## src/rtl/div_chain_ctrl_pkg.sv

```systemverilog
// Shared definitions for the divide-by-2 chain controller.
//   - FSM state encoding
//   - default chain depth / select width / counter width
//   - tap-select clamp helper
package div_chain_ctrl_pkg;

    localparam int unsigned DEF_STAGES = 4;
    localparam int unsigned DEF_SEL_W  = 2;
    localparam int unsigned DEF_CNT_W  = 8;

    typedef enum logic [1:0] {
        StIdle     = 2'd0,
        StRun      = 2'd1,
        StStopping = 2'd2
    } state_e;

    // Requests beyond the last stage select the slowest tap.
    function automatic int unsigned clamp_tap(input int unsigned sel, input int unsigned stages);
        return (sel >= stages) ? stages - 1 : sel;
    endfunction

endpackage

```

## src/rtl/div_chain_stages.sv

```systemverilog
// Cascade of divide-by-2 toggle stages forming a synchronous binary up-counter.
// Ports:
//   clk     system clock
//   CLR_n   asynchronous active-low reset
//   en      chain advances when high
//   clr     synchronous clear of every stage (wins over en)
//   T_out   per-stage toggle enables
//   stage_q current stage states
module div_chain_stages #(
    parameter int unsigned STAGES = 4
) (
    input  logic              clk,
    input  logic              CLR_n,
    input  logic              en,
    input  logic              clr,
    output logic [STAGES-1:0] T_out,
    output logic [STAGES-1:0] stage_q
);

    // Stage k toggles when enabled and every lower stage is high.
    always_comb begin
        logic carry;
        T_out = '0;
        carry = en;
        for (int unsigned k = 0; k < STAGES; k++) begin
            T_out[k] = carry;
            carry    = carry & stage_q[k];
        end
    end

    always_ff @(posedge clk or negedge CLR_n) begin
        if (!CLR_n) begin
            stage_q <= '0;
        end else if (clr) begin
            stage_q <= '0;
        end else begin
            stage_q <= stage_q ^ T_out;
        end
    end

endmodule

```

## src/rtl/div_chain_ctrl.sv

```systemverilog
// Sequencing controller for a divide-by-2 chain: runs bursts or free-runs,
// and defers tap changes to a full-chain wrap so Q never glitches.
// Ports:
//   clk, CLR_n         clock, asynchronous active-low reset
//   start, stop        run control pulses
//   burst_len          periods per run (0 = free-run), sampled on accepted start
//   sel_in, sel_req    tap change request
//   sel_ack            pulse in the first cycle the new tap is in use
//   T_out, stage_q     chain toggle enables and state
//   Q                  selected tap
//   busy, done         run status; done pulses in the first idle cycle after a run
module div_chain_ctrl
    import div_chain_ctrl_pkg::*;
#(
    parameter int unsigned STAGES = DEF_STAGES,
    parameter int unsigned SEL_W  = DEF_SEL_W,
    parameter int unsigned CNT_W  = DEF_CNT_W
) (
    input  logic              clk,
    input  logic              CLR_n,
    input  logic              start,
    input  logic              stop,
    input  logic [CNT_W-1:0]  burst_len,
    input  logic [SEL_W-1:0]  sel_in,
    input  logic              sel_req,
    output logic              sel_ack,
    output logic [STAGES-1:0] T_out,
    output logic [STAGES-1:0] stage_q,
    output logic              Q,
    output logic              busy,
    output logic              done
);

    state_e           state_q, state_d;
    logic [CNT_W-1:0] cnt_q, cnt_d;
    logic [SEL_W-1:0] sel_cur_q, sel_cur_d;
    logic [SEL_W-1:0] sel_pend_q, sel_pend_d;
    logic [SEL_W-1:0] sel_clamped;
    logic             pend_q, pend_d;
    logic             ack_q, ack_d;
    logic             done_q, done_d;
    logic             running, wrap, full_wrap, chain_clr;

    div_chain_stages #(
        .STAGES (STAGES)
    ) u_stages (
        .clk     (clk),
        .CLR_n   (CLR_n),
        .en      (running),
        .clr     (chain_clr),
        .T_out   (T_out),
        .stage_q (stage_q)
    );

    assign running     = (state_q != StIdle);
    assign full_wrap   = running & (&stage_q);
    assign sel_clamped = SEL_W'(clamp_tap(32'(sel_in), STAGES));

    // Wrap of the selected tap: every stage up to and including sel_cur is high.
    always_comb begin
        wrap = running;
        for (int unsigned k = 0; k < STAGES; k++) begin
            if (k <= 32'(sel_cur_q)) begin
                wrap = wrap & stage_q[k];
            end
        end
    end

    // Run sequencing and period counter.
    always_comb begin
        state_d   = state_q;
        cnt_d     = cnt_q;
        chain_clr = 1'b0;
        done_d    = 1'b0;
        unique case (state_q)
            StIdle: begin
                if (start) begin
                    state_d = StRun;
                    cnt_d   = burst_len;
                end
            end
            StRun: begin
                if (wrap) begin
                    if (cnt_q != '0) begin
                        cnt_d = cnt_q - CNT_W'(1);
                    end
                    if (cnt_q == CNT_W'(1) || stop) begin
                        state_d   = StIdle;
                        cnt_d     = '0;
                        chain_clr = 1'b1;
                        done_d    = 1'b1;
                    end
                end else if (stop) begin
                    state_d = StStopping;
                end
            end
            StStopping: begin
                if (wrap) begin
                    state_d   = StIdle;
                    cnt_d     = '0;
                    chain_clr = 1'b1;
                    done_d    = 1'b1;
                end
            end
            default: begin
                state_d   = StIdle;
                chain_clr = 1'b1;
            end
        endcase
    end

    // Tap select: immediate when idle, otherwise held until the whole chain wraps.
    always_comb begin
        sel_cur_d  = sel_cur_q;
        sel_pend_d = sel_pend_q;
        pend_d     = pend_q;
        ack_d      = 1'b0;
        if (!running) begin
            if (sel_req) begin
                sel_cur_d = sel_clamped;
                pend_d    = 1'b0;
                ack_d     = 1'b1;
            end else if (pend_q) begin
                sel_cur_d = sel_pend_q;
                pend_d    = 1'b0;
                ack_d     = 1'b1;
            end
        end else begin
            if (pend_q && full_wrap) begin
                sel_cur_d = sel_pend_q;
                pend_d    = 1'b0;
                ack_d     = 1'b1;
            end
            // A request landing on the apply cycle waits for the next wrap.
            if (sel_req) begin
                sel_pend_d = sel_clamped;
                pend_d     = 1'b1;
            end
        end
    end

    always_ff @(posedge clk or negedge CLR_n) begin
        if (!CLR_n) begin
            state_q    <= StIdle;
            cnt_q      <= '0;
            sel_cur_q  <= '0;
            sel_pend_q <= '0;
            pend_q     <= 1'b0;
            ack_q      <= 1'b0;
            done_q     <= 1'b0;
        end else begin
            state_q    <= state_d;
            cnt_q      <= cnt_d;
            sel_cur_q  <= sel_cur_d;
            sel_pend_q <= sel_pend_d;
            pend_q     <= pend_d;
            ack_q      <= ack_d;
            done_q     <= done_d;
        end
    end

    assign Q       = stage_q[sel_cur_q];
    assign busy    = running;
    assign done    = done_q;
    assign sel_ack = ack_q;

endmodule

```

## config.mk

```make
export PLATFORM = sky130hd
export DESIGN_NAME = div_chain_ctrl
export DESIGN_NICKNAME = d
export VERILOG_FILES = /design/src/rtl/div_chain_ctrl_pkg.sv /design/src/rtl/div_chain_stages.sv /design/src/rtl/div_chain_ctrl.sv
export SDC_FILE = /design/constraint.sdc
export NUM_CORES = 1
export LEC_CHECK = 0
export CAP_MARGIN = 20
export CORE_MARGIN = 10
export CORE_UTILIZATION = 46
export DETAILED_ROUTE_END_ITERATION = 6
export PLACE_DENSITY = 0.75
export SYNTH_ARGS = -nofsm -noshare
export SYNTH_HDL_FRONTEND = slang
export SYNTH_SLANG_ARGS = --single-unit
```

## constraint.sdc

```tcl
create_clock -name clk -period 2 [get_ports clk]
set_input_delay 0.2 -clock clk [delete_from_list [all_inputs] [get_ports clk]]
set_output_delay 0.2 -clock clk [all_outputs]
set_load 0.1 [all_outputs]
```

==> run metrics, run 1 <==
CP Launch Type=flip-flop; Wirelength per Cell=approximately 16 um; fin cells=between 200 and 250; pin count of the biggest net entering global routing=22; Synth Warn #=0; Crit-path slowest cell=dfrtp_1; Global Route Usage Sum=between 10% and 20%; effective utilization at floorplan=48.2%; Antenna diodes=0; global route overflow=0; number of buffers added on ports=26; Tcrit/Tclk final=104%; placed cell count=~220; final setup margin=-0.0711 ns; Layout area overhead=50.0%; RD Place Congestion=0.878; number of global-route vias before repair=roughly 1,300; share of cells above drive strength 1=between 30% and 40%; IO Pins=27; synth top area cells=dfrtp_1 39%, ha_1 8.4%, a21oi_1 5.2%; max-slew violations=0; leading post-synthesis cells by instance count=21 x dfrtp_1, 17 x nor2_1, 14 x a21oi_1, 9 x ha_1, 9 x o21ai_0; H-tree depth=1; vias per inst=between 5 and 6; global-route wire length before repair=around 6000 um; status=finished with violations; Die H=about 74 um; Tmin final=2.07 ns; Setup CP Type=flip-flop to flip-flop; share of the synthesized area in the top cell type=between 30% and 40%; Layout Nets=223; Final Setup Violations=9; post-synthesis cell count=around 140; Max-slew headroom=between 70% and 80%; number of remaining DRC errors=0; Post-synth EDFFs=0; Slew @ Worst Pin=approximately 0.38 ns; r2r setup slk=-0.07 ns; crit end category=flip-flop; Req. time, crit path=between 2 and 2.5 ns; CTS Hold Bufs=0; arrival time worst endpoint=about 2.3 ns; Num CTS Buffers=3; initial antenna violation count=0; core area=about 0.0028 mm2; Die X=between 70 and 80 um; DRT Pass-1 Iters=4; syn_nets=between 150 and 200; Hold Vio Cnt, Final=0; fmax=483 MHz; Max FO, Critical Path=6; max_cap viols=0; clk_skew=~0.0040 ns; critical-path cell list=inv_2, ha_2, or2_4, and2_1, a221o_1, o31ai_1, o21ai_1; hold crit path type=input pin to async pin; die area=about 0.0055 mm2; FP Rows=19; hpwl dp=about 2900 um; ys flop type=dfrtp_1; CP bufs+invs=1; delay-heaviest family, CP=compound AO/OA/AOI/OAI gates; Seq cells post-synth=21; ANT nets after route=0; RSZ-0062 raised after global routing=true; most frequent cell after synthesis=dfrtp_1; Cell Area, Synth=about 0.0013 mm2; crit-path max cell delay=around 0.44 ns; Clock Latency Late Sink=roughly 0.32 ns; violations in the final reports=negative setup slack; routed via count=~1,300; clock tree buffer depth=2; post-synthesis area per instance=9.37 um2; clk root buf=clkbuf_4; post-synthesis sequential area ratio=between 30% and 40%; clock slew seen by the registers of the worst setup and hold paths=approximately 0.12 ns; Post-synth ARST share=100%; Synth area leader=dfrtp_1; synth unique cells=44; Routed WL=roughly 3800 um; CTS tree=done; DRT iter0 DRCs=94; TritonCTS Sinks=21
[layout by cell type (no fill, tap or decap), types with 2 or more instances in the layout]
cell,n
o21ai_1,7
ha_1,4
nand2_1,6
inv_2,2
o21bai_1,2
a22oi_1,2
clkbuf_4,3
mux2_2,2
dfrtp_1,20
ha_4,3
xnor2_1,3
nand2b_1,4
o31ai_1,3
a31oi_1,2
or2_4,2
buf_4,32
o21ai_0,2
mux2i_1,4
clkdlybuf4s50_1,14
nor3_1,3
a21oi_1,13
nor2_1,16
buf_12,6
ha_2,2
inv_1,5
buf_6,2
a32oi_1,3
[through the flow]
| stage | worst slack (ns) | area (um2) | hold WS (ns) | utilization, % | setup TNS, ns |
|---|---|---|---|---|---|
| detailed placement | -0.205 | 1860 | 0.506 | 67.0 | -1.23 |
| global route | -0.187 | 2010 | 0.215 | 72.2 | -1.50 |
| global placement | -0.0668 | 1860 | 0.493 | 67.0 | -0.352 |
| floorplan | -0.280 | 1390 | -0.0956 | - | -2.88 |
| finish | -0.0711 | 2010 | 0.202 | 72.2 | -0.328 |
| CTS | -0.0548 | 1960 | 0.206 | 70.6 | -0.282 |
[layer usage]
| layer | wire length, um | global-route usage, % |
|---|---|---|
| met1 | 1520 | 14.5 |
| met3 | 241 | 4.52 |
| met5 | 0 | 0 |
| met2 | 1940 | 25.0 |
| met4 | 49 | 5.38 |
[state kept, by name, summed over array words and instances, names as in the netlist]
name,count
sel_ack,1
cnt_q,8
sel_cur_q,2
u_stages.stage_q,4
pend_q,1
done,1
state_q,2
sel_pend_q,2
[worst reg2reg max path: cells and delay by family, from the launching register on]
family	cells	cell delay [ns]
and+or+nand+nor	2	0.41
buffers and inverters	1	0.07
AOI/OAI and AO/OA	3	0.85
DFF	1	0.44
adders and majority gates	1	0.19
[area by class of cell]
type | instances | area [um2]
timing repair buffer | 54 | 523
multi-input combinational | 110 | 857
inverter | 9 | 37.5
sequential | 21 | 527
clock buffer | 4 | 26.3
fill | 210 | 772
tap | 31 | 38.8
[final timing paths]
check                         startpoint                  end  depth (start not counted)
max reg2reg                   state_q[0]             cnt_q[2]                          7
min reg2reg                sel_pend_q[0]        sel_pend_q[0]                          1
min                                CLR_n               pend_q                          2
max                           state_q[0]             cnt_q[2]                          7
min in group clk               sel_in[0]        sel_pend_q[0]                          2
max in group asynchronous          CLR_n  u_stages.stage_q[0]                          2
[what timing repair did]
| item | in CTS | in global routing |
|---|---|---|
| buffers inserted | 4 | 3 |
| gates resized for setup | 14 | 8 |
| endpoints found under the setup margin | 8 | 16 |
| pin swaps | 4 | 3 |
[kinds of logic (layout without fill, tap and decap cells)]
family	count (synthesis)	in the layout	share of synthesized area (%)
and+or+nand+nor	46	46	18.5
AOI/OAI and AO/OA	45	45	21.3
DFF	21	21	39.2
buffers and inverters	12	67	4.29
adders and majority gates	9	9	8.40
muxes	7	7	6.35
xor gates and xnor gates	3	3	1.96
Power of run 1 is not shown: default switching activity piles up to over one toggle a cycle in this logic, so the estimate is an artifact.
==> run 2, diff against run 1 <==
--- a/config.mk
+++ b/config.mk
@@ -7,9 +7,9 @@
 export LEC_CHECK = 0
 export CAP_MARGIN = 20
 export CORE_MARGIN = 10
-export CORE_UTILIZATION = 46
+export CORE_UTILIZATION = 43
 export DETAILED_ROUTE_END_ITERATION = 6
-export PLACE_DENSITY = 0.75
+export PLACE_DENSITY = 0.71
 export SYNTH_ARGS = -nofsm -noshare
 export SYNTH_HDL_FRONTEND = slang
 export SYNTH_SLANG_ARGS = --single-unit
==> run metrics, run 2 (synthesized netlist as in run 1, its figures left out) <==
status=finished with violations; violations in the final reports=negative setup slack; Clock Latency Late Sink=0.33 ns (about the same); met2 Resource Use GR=24.5% (-0.47 points); clock tree buffer depth=2 (unchanged); global route overflow=0 (unchanged); met1 GRT Util=14.8% (+0.32 points); Final TNS setup=-0.116 ns (+0.212 ns); IO Pins=27 (unchanged); Tcrit/Tclk final=102% (-1.7 points); FF-to-FF path depth=7 (unchanged); Num CTS Buffers=3 (unchanged); busiest grt layer=met2; Tmin final=2.04 ns (-0.0349 ns); pin count of the biggest net entering global routing=22 (unchanged); Global Route Usage Sum=13.6% (-0.20 points); DRT Pass-1 Iters=4 (unchanged); max-slew violations=0 (unchanged); H-tree depth=1 (unchanged); Wirelength per Cell=15.8 um (-3.5%); RR Startpoint=state_q[0]; Routed WL=3800 um (+1.2%); clk_skew=0.00588 ns (+0.00192 ns); Place WS=-0.152 ns (+0.0531 ns); number of buffers added on ports=26 (unchanged); Largest Register=cnt_q; Antenna diodes=0 (unchanged); Req. time, crit path=2.26 ns (+0.05 ns); RD Place Congestion=0.865 (-1.5%); die area=0.00575 mm2 (+5.1%); Finished Cell Area=0.00201 mm2 (+0.25%); fmax=491 MHz (+1.7%); hpwl dp=2840 um (-0.92%); hold crit path type=input pin to async pin; Hold Vio Cnt, Final=0 (unchanged); core area=0.00303 mm2 (+8.9%); number of remaining DRC errors=0 (unchanged); reg2reg end=cnt_q[1]; FP Rows=20 (+1); Layout Nets=221 (-0.90%); clock slew seen by the registers of the worst setup and hold paths=0.14 ns (+0.02 ns); ANT nets after route=0 (unchanged); routed via count=1,301 (-2.0%); initial antenna violation count=0 (unchanged); fillcell total=243 (+16%); CP Launch Type=flip-flop; DRT iter0 DRCs=74 (-21%); placed instance area=0.00188 mm2 (+0.87%); vias per inst=5.42 (-6.5%); Top Registers=cnt_q (8), u_stages.stage_q (4); Slew @ Worst Pin=0.452 ns (+0.0717 ns); arrival time worst endpoint=2.30 ns (+0.02 ns); Final Setup Violations=5 (-4); r2r setup slk=-0.04 ns (+0.03 ns); number of global-route vias before repair=1,302 (-1.7%); Max-slew headroom=69.6% (-4.8 points); Die X=75.8 um (+2.5%); GR met3 Demand/Resource=2.73% (-1.8 points); placed cell count=231 (+6.0%); global-route wire length before repair=6080 um (+0.68%); Die H=75.8 um (+2.5%); CTS tree=done; max reg flops=8 (unchanged); Max FO, Critical Path=8 (+2); Layout area overhead=50.3%; TritonCTS Sinks=21 (unchanged); fin cells=240 (+4.8%); final setup margin=-0.0362 ns (+0.0349 ns); Setup CP Type=flip-flop to flip-flop; commonest non-fill, non-tap cells in the layout=30 x buf_4, 20 x dfrtp_1, 16 x nor2_1, 14 x a21oi_1, 14 x clkdlybuf4s50_1; RSZ-0062 raised after global routing=true; max_cap viols=0 (unchanged); share of cells above drive strength 1=34.7% (-1.2 points); crit end category=flip-flop; most common cell after layout, fill and taps aside=buf_4; clk root buf=clkbuf_4; effective utilization at floorplan=44.3% (-3.9 points)
==> run 2: worst max path at each step <==
stage | startpoint | to | cells after the start
5_1_grt | state_q[0] | cnt_q[1] | 7
4_1_cts | state_q[1] | cnt_q[1] | 9
6_report | state_q[0] | cnt_q[1] | 7
3_5_place_dp | state_q[0] | cnt_q[1] | 7
3_3_place_gp | state_q[0] | cnt_q[1] | 7
2_1_floorplan | state_q[1] | cnt_q[0] | 9
==> run 2: stage by stage <==
stage                     hold slack [ns]  utilization, %
after floorplan                   -0.0956               -
after global placement              0.490            62.1
after detailed placement            0.499            62.1
after CTS                           0.212            65.0
after global routing                0.224            66.5
final                               0.201            66.5
==> run 2: area by class of cell <==
class / count / area (um2) / area share [%]
inverters: 9 / 37.5 / 1.86
well taps: 44 / 55.1 / 2.73
flip-flops and latches: 21 / 527 / 26.1
clock inverters: 1 / 7.51 / 0.373
clock buffers: 3 / 22.5 / 1.12
multi-input cells: 110 / 857 / 42.5
repair buffers: 52 / 508 / 25.2
==> run 2: timing repair <==
item / CTS / global route
resized for setup: 8 / 11
hold buffers: 0 / 0
buffers inserted: 4 / 2
setup endpoints to repair: 8 / 17
pin swaps: 4 / 4
==> run 2: worst max-delay path, cell delays in order, from the launching register on <==
cell     delay (ns)
dfrtp_1        0.42
inv_2          0.07
ha_2           0.19
or2_4          0.24
and2_1         0.15
a221o_2        0.42
or2_4          0.30
mux2i_1        0.17
==> run 2: routing by layer <==
layer | routed length, um | part of all wire [%] | vias to the layer above
li1 | - | - | 627
met1 | 1560 | 41 | 626
met2 | 1930 | 51 | 39
met3 | 218 | 5.7 | 9
met4 | 82 | 2.2 | 0
met5 | 0 | 0 | -
Power of run 2 is left out for the same reason.
